--- src/rtl/mem_pkg.sv ---
// Shared definitions for the MEM-stage load/store engine.
// Contents:
//   SZ_*          access size encodings carried on req_size
//   EXC_ADEL/ADES address-error exception codes for misaligned load/store
//   memState_t    bus handshake FSM states
//   sizeMask      byte-enable mask of an access before lane shifting
package mem_pkg;

    localparam logic [1:0] SZ_BYTE  = 2'b00;
    localparam logic [1:0] SZ_HALF  = 2'b01;
    localparam logic [1:0] SZ_WORD  = 2'b10;
    localparam logic [1:0] SZ_DWORD = 2'b11;

    localparam logic [3:0] EXC_ADEL = 4'h4;
    localparam logic [3:0] EXC_ADES = 4'h5;

    typedef enum logic [1:0] {
        ST_IDLE,
        ST_ADDR,
        ST_DATA,
        ST_DRAIN
    } memState_t;

    function automatic logic [7:0] sizeMask(input logic [1:0] size);
        case (size)
            SZ_BYTE: sizeMask = 8'h01;
            SZ_HALF: sizeMask = 8'h03;
            SZ_WORD: sizeMask = 8'h0F;
            default: sizeMask = 8'hFF;
        endcase
    endfunction

endpackage

--- src/rtl/mem_align.sv ---
// Combinational lane logic for the MEM stage.
// Store side (live request): byte enables, store data replicated across lanes,
// misalignment flag. Load side (latched request): shift returned bus data down
// to lane 0 and sign/zero-extend it from the access size.
// Ports:
//   stSize, stOffset, stWdata   store-side request size, byte offset, right-aligned data
//   be, wdataLanes, misaligned  steered byte enables / data, alignment fault
//   ldSize, ldUnsigned, ldOffset, ldRdata   load-side size, extension mode, offset, bus data
//   ldData                      extended load result
module mem_align
    import mem_pkg::*;
#(
    parameter int DATA_W = 32,
    localparam int BEW   = DATA_W / 8,
    localparam int OFFW  = $clog2(DATA_W / 8)
) (
    input  logic [1:0]        stSize,
    input  logic [OFFW-1:0]   stOffset,
    input  logic [DATA_W-1:0] stWdata,
    output logic [BEW-1:0]    be,
    output logic [DATA_W-1:0] wdataLanes,
    output logic              misaligned,
    input  logic [1:0]        ldSize,
    input  logic              ldUnsigned,
    input  logic [OFFW-1:0]   ldOffset,
    input  logic [DATA_W-1:0] ldRdata,
    output logic [DATA_W-1:0] ldData
);

    function automatic logic [DATA_W-1:0] extendLoad(input logic [DATA_W-1:0] v,
                                                     input logic [1:0] size,
                                                     input logic zeroExt);
        logic [DATA_W-1:0] r;
        case (size)
            SZ_BYTE: if (zeroExt) r = DATA_W'(v[7:0]);  else r = DATA_W'($signed(v[7:0]));
            SZ_HALF: if (zeroExt) r = DATA_W'(v[15:0]); else r = DATA_W'($signed(v[15:0]));
            SZ_WORD: if (zeroExt) r = DATA_W'(v[31:0]); else r = DATA_W'($signed(v[31:0]));
            default: r = v;
        endcase
        return r;
    endfunction

    logic [DATA_W-1:0] shifted;

    always_comb begin
        misaligned = 1'b0;
        case (stSize)
            SZ_BYTE: misaligned = 1'b0;
            SZ_HALF: misaligned = (stOffset & OFFW'(1)) != '0;
            SZ_WORD: misaligned = (stOffset & OFFW'(3)) != '0;
            // A doubleword cannot be carried at all on a 32-bit bus.
            default: misaligned = (DATA_W != 64) || ((stOffset & OFFW'(7)) != '0);
        endcase
    end

    always_comb begin
        be = BEW'(sizeMask(stSize)) << stOffset;
        case (stSize)
            SZ_BYTE: wdataLanes = {BEW{stWdata[7:0]}};
            SZ_HALF: wdataLanes = {(BEW/2){stWdata[15:0]}};
            SZ_WORD: wdataLanes = {(BEW/4){stWdata[31:0]}};
            default: wdataLanes = stWdata;
        endcase
    end

    always_comb begin
        shifted = ldRdata >> {ldOffset, 3'b000};
        ldData  = extendLoad(shifted, ldSize, ldUnsigned);
    end

endmodule

--- src/rtl/mem_access_unit.sv ---
// MEM-stage load/store engine. Accepts one instruction at a time from EX/MEM,
// resolves illegal or non-memory instructions in one cycle, and runs legal
// accesses over an SRAM-like bus (req/addr_ok/data_ok) while stalling upstream.
// Ports:
//   clk, rst                    clock, asynchronous active-low reset
//   req_valid/mem/we/size/unsigned/addr/wdata/exc   instruction from EX/MEM
//   flush                       cancel the current instruction
//   stall_out                   hold upstream stages
//   bus_req/wr/be/addr/wdata    registered bus request (address aligned to DATA_W/8)
//   bus_addr_ok, bus_data_ok    bus accept / completion strobes
//   bus_rdata                   bus read data
//   resp_valid/rdata/exc/badvaddr   one-cycle result to MEM/WB
module mem_access_unit
    import mem_pkg::*;
#(
    parameter int DATA_W = 32,
    parameter int ADDR_W = 32,
    parameter int EXC_W  = 4
) (
    input  logic              clk,
    input  logic              rst,
    input  logic              req_valid,
    input  logic              req_mem,
    input  logic              req_we,
    input  logic [1:0]        req_size,
    input  logic              req_unsigned,
    input  logic [ADDR_W-1:0] req_addr,
    input  logic [DATA_W-1:0] req_wdata,
    input  logic [EXC_W-1:0]  req_exc,
    input  logic              flush,
    output logic              stall_out,
    output logic              bus_req,
    output logic              bus_wr,
    output logic [DATA_W/8-1:0] bus_be,
    output logic [ADDR_W-1:0] bus_addr,
    output logic [DATA_W-1:0] bus_wdata,
    input  logic              bus_addr_ok,
    input  logic              bus_data_ok,
    input  logic [DATA_W-1:0] bus_rdata,
    output logic              resp_valid,
    output logic [DATA_W-1:0] resp_rdata,
    output logic [EXC_W-1:0]  resp_exc,
    output logic [ADDR_W-1:0] resp_badvaddr
);

    localparam int BEW  = DATA_W / 8;
    localparam int OFFW = $clog2(BEW);

    memState_t         state, stateNext;
    logic [1:0]        ldSize;
    logic              ldUnsigned;
    logic [OFFW-1:0]   ldOffset;
    logic [BEW-1:0]    alignBe;
    logic [DATA_W-1:0] alignWdata;
    logic [DATA_W-1:0] alignLoad;
    logic              misaligned;
    logic              addrFault;
    logic [EXC_W-1:0]  passExc;
    logic              accept, passResp, loadDone, stallOut;

    mem_align #(.DATA_W(DATA_W)) uAlign (
        .stSize     (req_size),
        .stOffset   (req_addr[OFFW-1:0]),
        .stWdata    (req_wdata),
        .be         (alignBe),
        .wdataLanes (alignWdata),
        .misaligned (misaligned),
        .ldSize     (ldSize),
        .ldUnsigned (ldUnsigned),
        .ldOffset   (ldOffset),
        .ldRdata    (bus_rdata),
        .ldData     (alignLoad)
    );

    // Upstream exceptions take priority over the address-error check.
    always_comb begin
        addrFault = req_mem && (req_exc == '0) && misaligned;
        passExc   = '0;
        if (req_exc != '0)
            passExc = req_exc;
        else if (addrFault)
            passExc = req_we ? EXC_W'(EXC_ADES) : EXC_W'(EXC_ADEL);
    end

    always_comb begin
        stateNext = state;
        accept    = 1'b0;
        passResp  = 1'b0;
        loadDone  = 1'b0;
        stallOut  = 1'b0;
        case (state)
            ST_IDLE: begin
                if (req_valid && !flush) begin
                    if (!req_mem || (req_exc != '0) || misaligned) begin
                        passResp = 1'b1;
                    end else begin
                        accept    = 1'b1;
                        stallOut  = 1'b1;
                        stateNext = ST_ADDR;
                    end
                end
            end
            ST_ADDR: begin
                stallOut = !flush;
                // An accepted request must still be drained even if flushed now.
                if (bus_addr_ok)
                    stateNext = flush ? ST_DRAIN : ST_DATA;
                else if (flush)
                    stateNext = ST_IDLE;
            end
            ST_DATA: begin
                if (bus_data_ok) begin
                    stateNext = ST_IDLE;
                    loadDone  = !flush;
                end else if (flush) begin
                    stateNext = ST_DRAIN;
                end else begin
                    stallOut = 1'b1;
                end
            end
            ST_DRAIN: begin
                stallOut = req_valid;
                if (bus_data_ok)
                    stateNext = ST_IDLE;
            end
            default: stateNext = ST_IDLE;
        endcase
    end

    assign bus_req   = (state == ST_ADDR);
    assign stall_out = stallOut & rst;

    always_ff @(posedge clk or negedge rst) begin
        if (!rst) begin
            state         <= ST_IDLE;
            bus_wr        <= 1'b0;
            bus_be        <= '0;
            bus_addr      <= '0;
            bus_wdata     <= '0;
            resp_valid    <= 1'b0;
            resp_rdata    <= '0;
            resp_exc      <= '0;
            resp_badvaddr <= '0;
        end else begin
            state      <= stateNext;
            resp_valid <= passResp | loadDone;
            if (accept) begin
                bus_wr    <= req_we;
                bus_be    <= alignBe;
                bus_addr  <= {req_addr[ADDR_W-1:OFFW], {OFFW{1'b0}}};
                bus_wdata <= alignWdata;
            end
            if (passResp) begin
                resp_rdata    <= '0;
                resp_exc      <= passExc;
                resp_badvaddr <= addrFault ? req_addr : '0;
            end else if (loadDone) begin
                resp_rdata    <= bus_wr ? '0 : alignLoad;
                resp_exc      <= '0;
                resp_badvaddr <= '0;
            end
        end
    end

    // Load shaping info is only consumed after an accept, so it needs no reset.
    always_ff @(posedge clk) begin
        if (accept) begin
            ldSize     <= req_size;
            ldUnsigned <= req_unsigned;
            ldOffset   <= req_addr[OFFW-1:0];
        end
    end

endmodule
--- config.mk ---
export PLATFORM = sky130hd
export DESIGN_NAME = mem_access_unit
export DESIGN_NICKNAME = d
export VERILOG_FILES = /design/src/rtl/mem_pkg.sv /design/src/rtl/mem_align.sv /design/src/rtl/mem_access_unit.sv
export SDC_FILE = /design/constraint.sdc
export NUM_CORES = 1
export LEC_CHECK = 0
export BUFFER_PORTS_ARGS = -buffer_cell sky130_fd_sc_hd__buf_4
export CAP_MARGIN = 20
export CELL_PAD_IN_SITES_DETAIL_PLACEMENT = 1
export CELL_PAD_IN_SITES_GLOBAL_PLACEMENT = 1
export CORE_ASPECT_RATIO = 0.9
export CORE_MARGIN = 2
export CORE_UTILIZATION = 38
export CTS_CLUSTER_SIZE = 8
export DETAILED_ROUTE_END_ITERATION = 10
export GPL_TIMING_DRIVEN = 0
export PLACE_DENSITY_LB_ADDON = 0.1
export SKIP_CTS_REPAIR_TIMING = 1
export SLEW_MARGIN = 20
export SYNTH_ARGS = -nofsm -noshare
export SYNTH_HDL_FRONTEND = slang
export SYNTH_HIERARCHICAL = 1
export SYNTH_SLANG_ARGS = --single-unit
--- constraint.sdc ---
create_clock -name clk -period 2.5 [get_ports clk]
set_clock_uncertainty 0.15 [all_clocks]
set_input_delay 0.25 -clock clk [delete_from_list [all_inputs] [get_ports clk]]
set_output_delay 0.25 -clock clk [all_outputs]
set_load 0.1 [all_outputs]
# [After elaboration in Yosys (flattened, before gate mapping)]
# Index checks and enable logic that the tools add are counted.
# W data, S select, Z words.
[totals] elab_cells=79 ff_bits=143
[op_classes] n_eq_ne=11 n_shift=2 n_reduce_logical=15 n_bitwise=2 mux=37
[op_table] op="$mux W32" count=8
[op_table] op="$pmux W32 S2" count=2
[op_table] op="$shr A32 B5 Y32" count=1
[op_table] op="$mux W2" count=7
[op_table] op="$mux W1" count=12
[op_table] op="$mux W4" count=3
[op_table] op="$pmux W4 S3" count=1
[op_table] op="$pmux W2 S4" count=1
[op_table] op="$eq A2 B1 Y1 const B" count=3
[op_table] op="$eq A2 B2 Y1 const B" count=3
[op_table] op="$logic_not A2 Y1" count=3
[op_table] op="$ne A2 B2 Y1 const B" count=3
[op_table] op="$reduce_and A5 Y1" count=1
[op_table] op="$logic_not A4 Y1" count=1
[op_table] op="$pmux W1 S4" count=1
[op_table] op="$reduce_bool A2 Y1" count=2
[op_table] op="$reduce_bool A4 Y1" count=1
[op_table] op="$shl A4 B2 Y4" count=1
[op_table] op="$logic_and A1 B1 Y1" count=3
[op_table] op="$mux W3" count=1
[op_table] op="$ne A3 B2 Y1 const B" count=1
[op_table] op="$ne A3 B3 Y1 const B" count=1
[op_table] op="$pmux W1 S3" count=1
[op_table] op="$logic_not A1 Y1" count=2
[op_table] op="3 further kinds" count=4

# [Logic depth before layout (Yosys ltp)]
# Gate-level depths: netlist (run 1).
[logic_depth] word_depth=7 depth_mapped=10 mapped_depth_nobuf=6

# [Modules after synthesis]
# Netlist (run 1), hierarchy kept.
[modules_own_cells] mod="mem_access_unit" instances=1 area_per_inst_um2=5616.6 seq_area_each_um2=3603.5 cells_per_inst=414
[modules_own_cells] mod="mem_align" instances=1 area_per_inst_um2=1222.4 seq_area_each_um2=0.0 cells_per_inst=165

# [Least setup slack after synthesis (run 1)]
# OpenSTA, ideal clock, no wires.
[synth_timing] path_type="input to output" start="input req_size[1]" end="output stall_out" required_time_ps=2100 path_stages=7 path_buffers=2 arrival_ps=2749 slack_ps=-649 path_cell_list="buf_2 clkbuf_1 a21oi_1 nor2_1 nor2_1 nand4b_1 a21oi_1"
[synth_via] elab_chain_cells=7 word_cells_on_any_way=9 cone_classes="2 x eq/ne; 4 x mux; 1 x bitwise; 2 x reduce/logical"
[synth_lines] item="start, declared" line="mem_access_unit.sv:25" text="input logic [1:0] req_size,"
[synth_lines] item="$eq A2 B2 Y1, or another cell as far along" line="mem_align.sv:47" text="case (stSize)"
[synth_lines] item="$pmux W1 S3 *" line="mem_align.sv:47"
[synth_lines] item="named net misaligned" line="mem_access_unit.sv:56" text="logic misaligned;"
[synth_lines] item="$logic_or A1 B1 Y1 *" line="mem_access_unit.sv:94" text="if (!req_mem || (req_exc != '0) || misaligned) begin"
[synth_lines] item="$mux W1 *" line="mem_access_unit.sv:94"
[synth_lines] item="$mux W1 *" line="mem_access_unit.sv:93" text="if (req_valid && !flush) begin"
[synth_lines] item="$pmux W1 S4 *" line="mem_access_unit.sv:91" text="case (state)"
[synth_lines] item="$and A1 B1 Y1 *" line="mem_access_unit.sv:131" text="assign stall_out = stallOut & rst;"
[synth_lines] item="end, declared" line="mem_access_unit.sv:31" text="output logic stall_out,"
# Mark *: on every way through the listed nets, which the timed path passes. The rest lies on a longest branch.

# [Final worst setup path (run 1)]
[layout_timing] start="register state[0]" end="register bus_addr[30]"
[layout_via] elab_chain_cells=2
[layout_lines] item="start, declared" line="mem_access_unit.sv:49" text="memState_t state, stateNext;"
[layout_lines] item="start signal, assigned" line="mem_access_unit.sv:145" text="state <= stateNext;"
[layout_lines] item="$logic_not A2 Y1" line="mem_access_unit.sv:91"
[layout_lines] item="$mux W1" line="mem_access_unit.sv:91"
[layout_lines] item="end signal, assigned" line="mem_access_unit.sv:150" text="bus_addr <= {req_addr[ADDR_W-1:OFFW], {OFFW{1'b0}}};"
[layout_lines] item="end, declared" line="mem_access_unit.sv:35" text="output logic [ADDR_W-1:0] bus_addr,"
# Every way passes these cells.
# A chain may end at the register's enable or synchronous reset.

==> flow_metrics.env, run 1 <==
export IMPL_clk_latency_ns=0.42
export IMPL_cts_root_buf="clkbuf_16"
export IMPL_fp_dieArea_sq_um=19100
export IMPL_cts_buffer_depth=2
export IMPL_grt_pass1_vias=6238
export IMPL_whs_path_depth=3
export IMPL_reg2reg_slack_ns=0.13
export IMPL_hold_viol=3
export IMPL_ys_ff_latch=143
export IMPL_hp_class="input pin to register"
export IMPL_timing_hold_ws_ns=-0.0111
export IMPL_wl_mm=23.4
export IMPL_period_share_pct=94.9
export IMPL_cts_tree="built"
export IMPL_synth_edff_count=5
export IMPL_layout_min_cycle_time_ns=2.37
export IMPL_worstHoldEndpoint="resp_exc[0]$_DFFE_PN0P_"
export IMPL_drtIter0Drc=240
export IMPL_fin_util_pct=57.3
export IMPL_worstPathArrival_ns=2.53
export IMPL_fin_tns_setup_ns=0
export IMPL_grtUsageTotal_pct=23.4
export IMPL_slew_headroom_pct=62.8
export IMPL_io_buffer_count=248
export IMPL_r2r_start="state[0]$_DFFE_PN0P_"
export IMPL_p_per_area_nw_per_um2=939
export IMPL_core_sq_um=17600
export IMPL_cts_sinks=143
export IMPL_synth_compound_gate_area_share_pct=13.4
export IMPL_path_clk_slew_ns=0.07
export IMPL_met1_length_mm=9.60
export IMPL_netlist_area_leader_share_pct=50.5
export IMPL_start_kind="register"
export IMPL_drv_cap=0
export IMPL_r2r_cells=6
export IMPL_leakage_uw=0.00512
export IMPL_vias=5882
export IMPL_synth_top_area_cell="dfrtp_1"
export IMPL_ys_flop_type="dfrtp_1"
export IMPL_max_freq_ghz=0.421
export IMPL_grt_first_pass_wirelength_mm=35.2
export IMPL_dieHeight_microns=131
export IMPL_syn_cell_area_sq_um=6840
export IMPL_reg2reg_to="bus_addr[30]$_DFFE_PN0P_"
export IMPL_synth_xor_area_share_pct=0.128
export IMPL_overflow=0
export IMPL_syn_to_final_growth_pct=47.6
export IMPL_num_io_pins=251
export IMPL_synth_area_leaders="dfrtp_1 (50%), mux2_2 (11%), a21oi_1 (4.2%)"
export IMPL_worstMarginPinSlew_ns=0.558
export IMPL_synthAdderAreaFrac_pct=0
export IMPL_nets=1001
export IMPL_setup_violations=0
export IMPL_fp_dieW_microns=145
export IMPL_yosysWarnings=6
export IMPL_ant_nets=0
export IMPL_route_detailed_drc=0
export IMPL_grt_antenna_before_repair=0
export IMPL_yosys_area_share_simple_pct=11.0
export IMPL_dp_hpwl_mm=16.6
export IMPL_wl_per_cell_microns=20.5
export IMPL_route_met3_wl_mm=1.64
export IMPL_cts_buffers=17
export IMPL_synth_top_family_by_area="multiplexers"
export IMPL_ys_seq_area_share_pct=52.7
export IMPL_ys_types=45
export IMPL_status="finished with violations"
export IMPL_h_tree_depth=4
export IMPL_ir_worst_vdd_v=0.000516
export IMPL_antenna_cells=0
export IMPL_viasPerCell=5.15
export IMPL_postSynthAreaPerCell_sq_um=11.8
export IMPL_synthArstFlopShare_pct=96.5
export IMPL_placementRows=46
export IMPL_place_congestion=0.866
export IMPL_firstDrtPassIters=4
export IMPL_hold_path_startpoint="req_exc[0]"
export IMPL_cp_max_fo=10
export IMPL_end_kind="register"
export IMPL_violations="negative hold slack"
export IMPL_grt_max_degree=72
export IMPL_start_util_pct=38.8
export IMPL_drive_gt1_share_pct=45.8
export IMPL_crit_type="register to register"
export IMPL_wl_met2_mm=11.7
export IMPL_required_ns=2.65
export IMPL_report_final_slew_viol_count=0
export IMPL_highest_layer="met4"
export IMPL_syn_inst=579
export IMPL_muxShareOfSynthArea_pct=17.9
[registers in the layout (all words and copies together), names as in the netlist, 4 cells and up]
name / cells
bus_addr: 30
bus_be: 4
bus_wdata: 32
resp_badvaddr: 32
resp_exc: 4
resp_rdata: 32
[synthesized netlist by cell type (2+ instances only)]
cell type,instances
nor2_2,2
nor2_1,44
mux2_1,19
edfxtp_1,5
nor2b_1,12
a22o_1,32
or2_2,9
buf_4,12
nand2b_1,2
o22ai_1,8
mux2i_1,25
nand3_1,2
nor3_1,3
o2bb2ai_1,8
a21oi_1,57
mux2_2,65
inv_1,2
dfrtp_1,138
mux2_4,2
nor3b_1,32
nor4b_4,2
a211oi_1,7
clkbuf_1,18
nand2_1,17
buf_6,5
buf_2,19
o21ai_0,14
[logic make-up (layout without fill, tap and decap cells)]
group	Yosys count	count (layout)
and+or+nand+nor	130	130
DFF	143	143
buffers and inverters	59	382
xor gates and xnor gates	1	1
other	1	2
AOI/OAI and AO/OA	134	134
muxes	111	111
[through the flow]
step,worst slack [ns],area (sq um),power (uW),hold slack (ns),instances
finish,0.127,10100,9480,-0.0111,1143
CTS,-0.301,9640,9460,-0.355,1101
global route,-0.0180,10100,9820,0.00857,1143
global placement,-0.708,9020,6780,0.281,1068
floorplan,0.0100,6850,5810,-0.196,580
detailed placement,-0.757,9050,6870,0.110,1069
[worst max-delay path by stage]
stage                                    start                         to  slack (ns)  cells after the start
after CTS                          req_size[1]  bus_wdata[19]$_DFFE_PN0P_       -0.30                     10
final                     state[0]$_DFFE_PN0P_   bus_addr[30]$_DFFE_PN0P_        0.13                      6
after floorplan           state[0]$_DFFE_PN0P_       state[1]$_DFFE_PN0P_        0.01                      4
after global placement             req_size[1]  bus_wdata[17]$_DFFE_PN0P_       -0.71                     10
after detailed placement           req_size[1]  bus_wdata[20]$_DFFE_PN0P_       -0.76                     10
after global routing      state[0]$_DFFE_PN0P_  bus_wdata[22]$_DFFE_PN0P_       -0.02                      6
[metal layers]
layer,global-route usage [%],up-vias
li1,-,2699
met1,28.2,2953
met2,40.4,196
met3,7.40,34
met4,6.21,0
met5,0,-
[cell usage in the layout (no fill, tap or decap), drive strengths merged, types with 2 or more instances in the layout]
master,synthesis,layout
buf,37,287
dfrtp,138,138
mux2,86,86
a21oi,58,58
nor2,46,46
dlygate4sd3,0,42
clkbuf,19,35
nor3b,32,32
a22o,32,32
mux2i,25,25
nand2,17,17
o21ai,14,14
inv,3,13
nor2b,12,12
or2,9,9
o2bb2ai,8,8
o22ai,8,8
a211oi,7,7
edfxtp,5,5
nor3,3,3
clkinv,0,3
nor4b,2,2
conb,1,2
nand2b,2,2
nand3,2,2
o221ai,2,2
[where the power goes]
| part | switching, uW | internal (uW) | leakage [uW] | total (uW) |
|---|---|---|---|---|
| registers | 206 | 2640 | 0.00194 | 2850 |
| clock network | 1130 | 1430 | 0.000292 | 2560 |
| logic | 3150 | 919 | 0.00289 | 4070 |
| total | 4490 | 4990 | 0.00512 | 9480 |
[area by class of cell]
| class | instances | area, sq um |
|---|---|---|
| well taps | 240 | 300 |
| multi-input cells | 378 | 2930 |
| plain buffers | 54 | 322 |
| clock buffers | 17 | 425 |
| clock inverters | 15 | 168 |
| repair buffers | 293 | 2340 |
| fillers | 1900 | 7520 |
| flip-flops and latches | 143 | 3600 |
| inverters | 3 | 11.3 |
[critical path: stages (launching register included)]
cell and delay (ns):
dfrtp_1 0.38, buf_1 0.24, nor4b_4 0.45, nand3_2 0.20
buf_4 0.25, buf_2 0.24, mux2_1 0.35
Note: power is estimated with default switching activity, not from simulation.
==> run 2, diff against run 1 <==
Settings changed: REMOVE_ABC_BUFFERS from default to 1, TNS_END_PERCENT from default to 5.
==> run 2 against run 1 <==
- the flow finishes with violations (negative hold slack, negative setup slack)
- setup slack lost 0.29 ns
- critical path type unchanged
- hold slack lost 0.0043 ns
- sequential cell count is the same
- clock power shrank 2%
- register-to-register slack lost 0.29 ns
- total power shrank 1.2%
- die area is the same
- core utilization shrank 0.53 points
- count of clock-buffer cells in the layout is the same
==> flow_metrics.env, run 2 (same netlist as run 1, synthesis figures left out) <==
export IMPL_status="finished with violations"
export IMPL_violations="negative hold slack, negative setup slack"
export IMPL_core_sq_um=17600
export IMPL_drive_gt1_share_pct=44.1
export IMPL_wl_per_cell_microns=19.9
export IMPL_h_tree_depth=4
export IMPL_cp_max_fo=15
export IMPL_viasPerCell=5.25
export IMPL_fin_ws_ns=-0.164
export IMPL_nets=962
export IMPL_required_ns=2.66
export IMPL_grt_first_pass_wirelength_mm=32.9
export IMPL_p_per_area_nw_per_um2=936
export IMPL_syn_to_final_growth_pct=46.2
export IMPL_crit_type="register to register"
export IMPL_worstMarginPinSlew_ns=0.749
export IMPL_cts_sinks=143
export IMPL_start_kind="register"
export IMPL_io_buffer_count=248
export IMPL_fp_dieArea_sq_um=19100
export IMPL_grt_antenna_before_repair=0
export IMPL_grt_pass1_vias=5916
export IMPL_cts_root_buf="clkbuf_16"
export IMPL_vias=5801
export IMPL_grt_use_met1_pct=26.4
export IMPL_layout_min_cycle_time_ns=2.66
export IMPL_layout_commonest_cell="buf_4"
export IMPL_dp_hpwl_mm=14.4
export IMPL_drv_cap=0
export IMPL_whs_path_depth=4
export IMPL_period_share_pct=107
export IMPL_dieHeight_microns=131
export IMPL_grt_max_degree=79
export IMPL_cts_tree="built"
export IMPL_end_kind="register"
export IMPL_path_clk_slew_ns=0.06
export IMPL_leakage_uw=0.00501
export IMPL_place_congestion=0.749
export IMPL_met2_usage_pct=35.3
export IMPL_fin_area_sq_um=10000
export IMPL_ir_worst_vdd_v=0.000494
export IMPL_power_uw=9360
export IMPL_busiest_layer="met2"
export IMPL_ant_nets=0
export IMPL_grtUsageTotal_pct=21.8
export IMPL_reg_top3="bus_wdata x32, resp_badvaddr x32, resp_rdata x32"
export IMPL_final_cell_mix="buf_4 (249), dfrtp_1 (137), mux2_2 (65), a21oi_1 (57), dlygate4sd3_1 (50)"
export IMPL_route_detailed_drc=0
export IMPL_hp_class="input pin to register"
export IMPL_placedInstanceArea_sq_um=8840
export IMPL_slew_headroom_pct=50.1
export IMPL_drtIter0Drc=225
export IMPL_report_final_slew_viol_count=0
export IMPL_hold_viol=1
export IMPL_setup_violations=56
export IMPL_met3_usage_pct=9.38
export IMPL_fin_tns_setup_ns=-3.73
export IMPL_layout_cells_non_filler=1104
export IMPL_start_util_pct=38.8
export IMPL_timing_hold_ws_ns=-0.0153
export IMPL_rsz0062_at_grt="yes"
export IMPL_r2r_cells=7
export IMPL_dp_slack_ns=-0.673
export IMPL_wl_mm=21.9
export IMPL_clk_latency_ns=0.43
export IMPL_firstDrtPassIters=4
export IMPL_antenna_cells=0
export IMPL_cts_buffers=17
export IMPL_overflow=0
export IMPL_dp_cells=1017
export IMPL_worstPathArrival_ns=2.82
export IMPL_max_freq_ghz=0.375
export IMPL_cts_buffer_depth=2
export IMPL_placementRows=46
export IMPL_fp_dieW_microns=145
export IMPL_num_io_pins=251
## run 2: changes by cell type in the layout (fill, tap and decap cells not counted), sizes merged
cell	previous run	this run
buf	287	257
clkbuf	35	17
dlygate4sd3	42	50
clkinvlp	1	7
inv	13	9
clkinv	3	1
a21oi	58	59
## run 2: where the power goes
| part | switching [uW] | leakage [uW] | internal (uW) |
|---|---|---|---|
| clock | 1110 | 0.000261 | 1400 |
| sequential | 254 | 0.00194 | 2640 |
| combinational | 3060 | 0.00281 | 904 |
## run 2: final cells by class
class,count,area (sq um)
Fill cell,1872,7610
Sequential cell,143,3600
Multi-Input combinational cell,379,2970
Timing Repair Buffer,307,2540
Clock buffer,17,425
Tap cell,240,300
Clock inverter,15,151
Inverter,3,11.3
## run 2: final timing paths
check,startpoint,end,slack [ns]
min in group asynchronous,rst,resp_rdata[21]$_DFFE_PN0P_,0.24
min reg2reg,bus_addr[29]$_DFFE_PN0P_,bus_addr[29]$_DFFE_PN0P_,0.34
min,req_wdata[25],bus_wdata[25]$_DFFE_PN0P_,-0.02
max,ldOffset[1]$_DFFE_PP_,resp_rdata[12]$_DFFE_PN0P_,-0.16
max reg2reg,ldOffset[1]$_DFFE_PP_,resp_rdata[12]$_DFFE_PN0P_,-0.16
max in group asynchronous,rst,bus_addr[22]$_DFFE_PN0P_,1.57
## run 2: per-stage QoR
stage	utilization, %	hold slack (ns)
global route	56.8	0.00473
floorplan	-	-0.196
finish	56.8	-0.0153
global placement	49.3	0.282
detailed placement	50.2	0.0700
CTS	53.5	-0.396
## run 2: layer usage
layer	vias to the layer above	wire length [microns]
met5	-	0
met2	212	10900
met4	0	369
met1	2939	8930
li1	2625	-
met3	25	1750
## run 2: worst max-delay path, stage by stage (launching register included)
cell and delay (ns):
edfxtp_1 0.78, buf_8 0.24, mux2_4 0.35, a221oi_4 0.55, a21oi_1 0.08, nor3b_1 0.17
a21oi_1 0.16, nor2_1 0.06
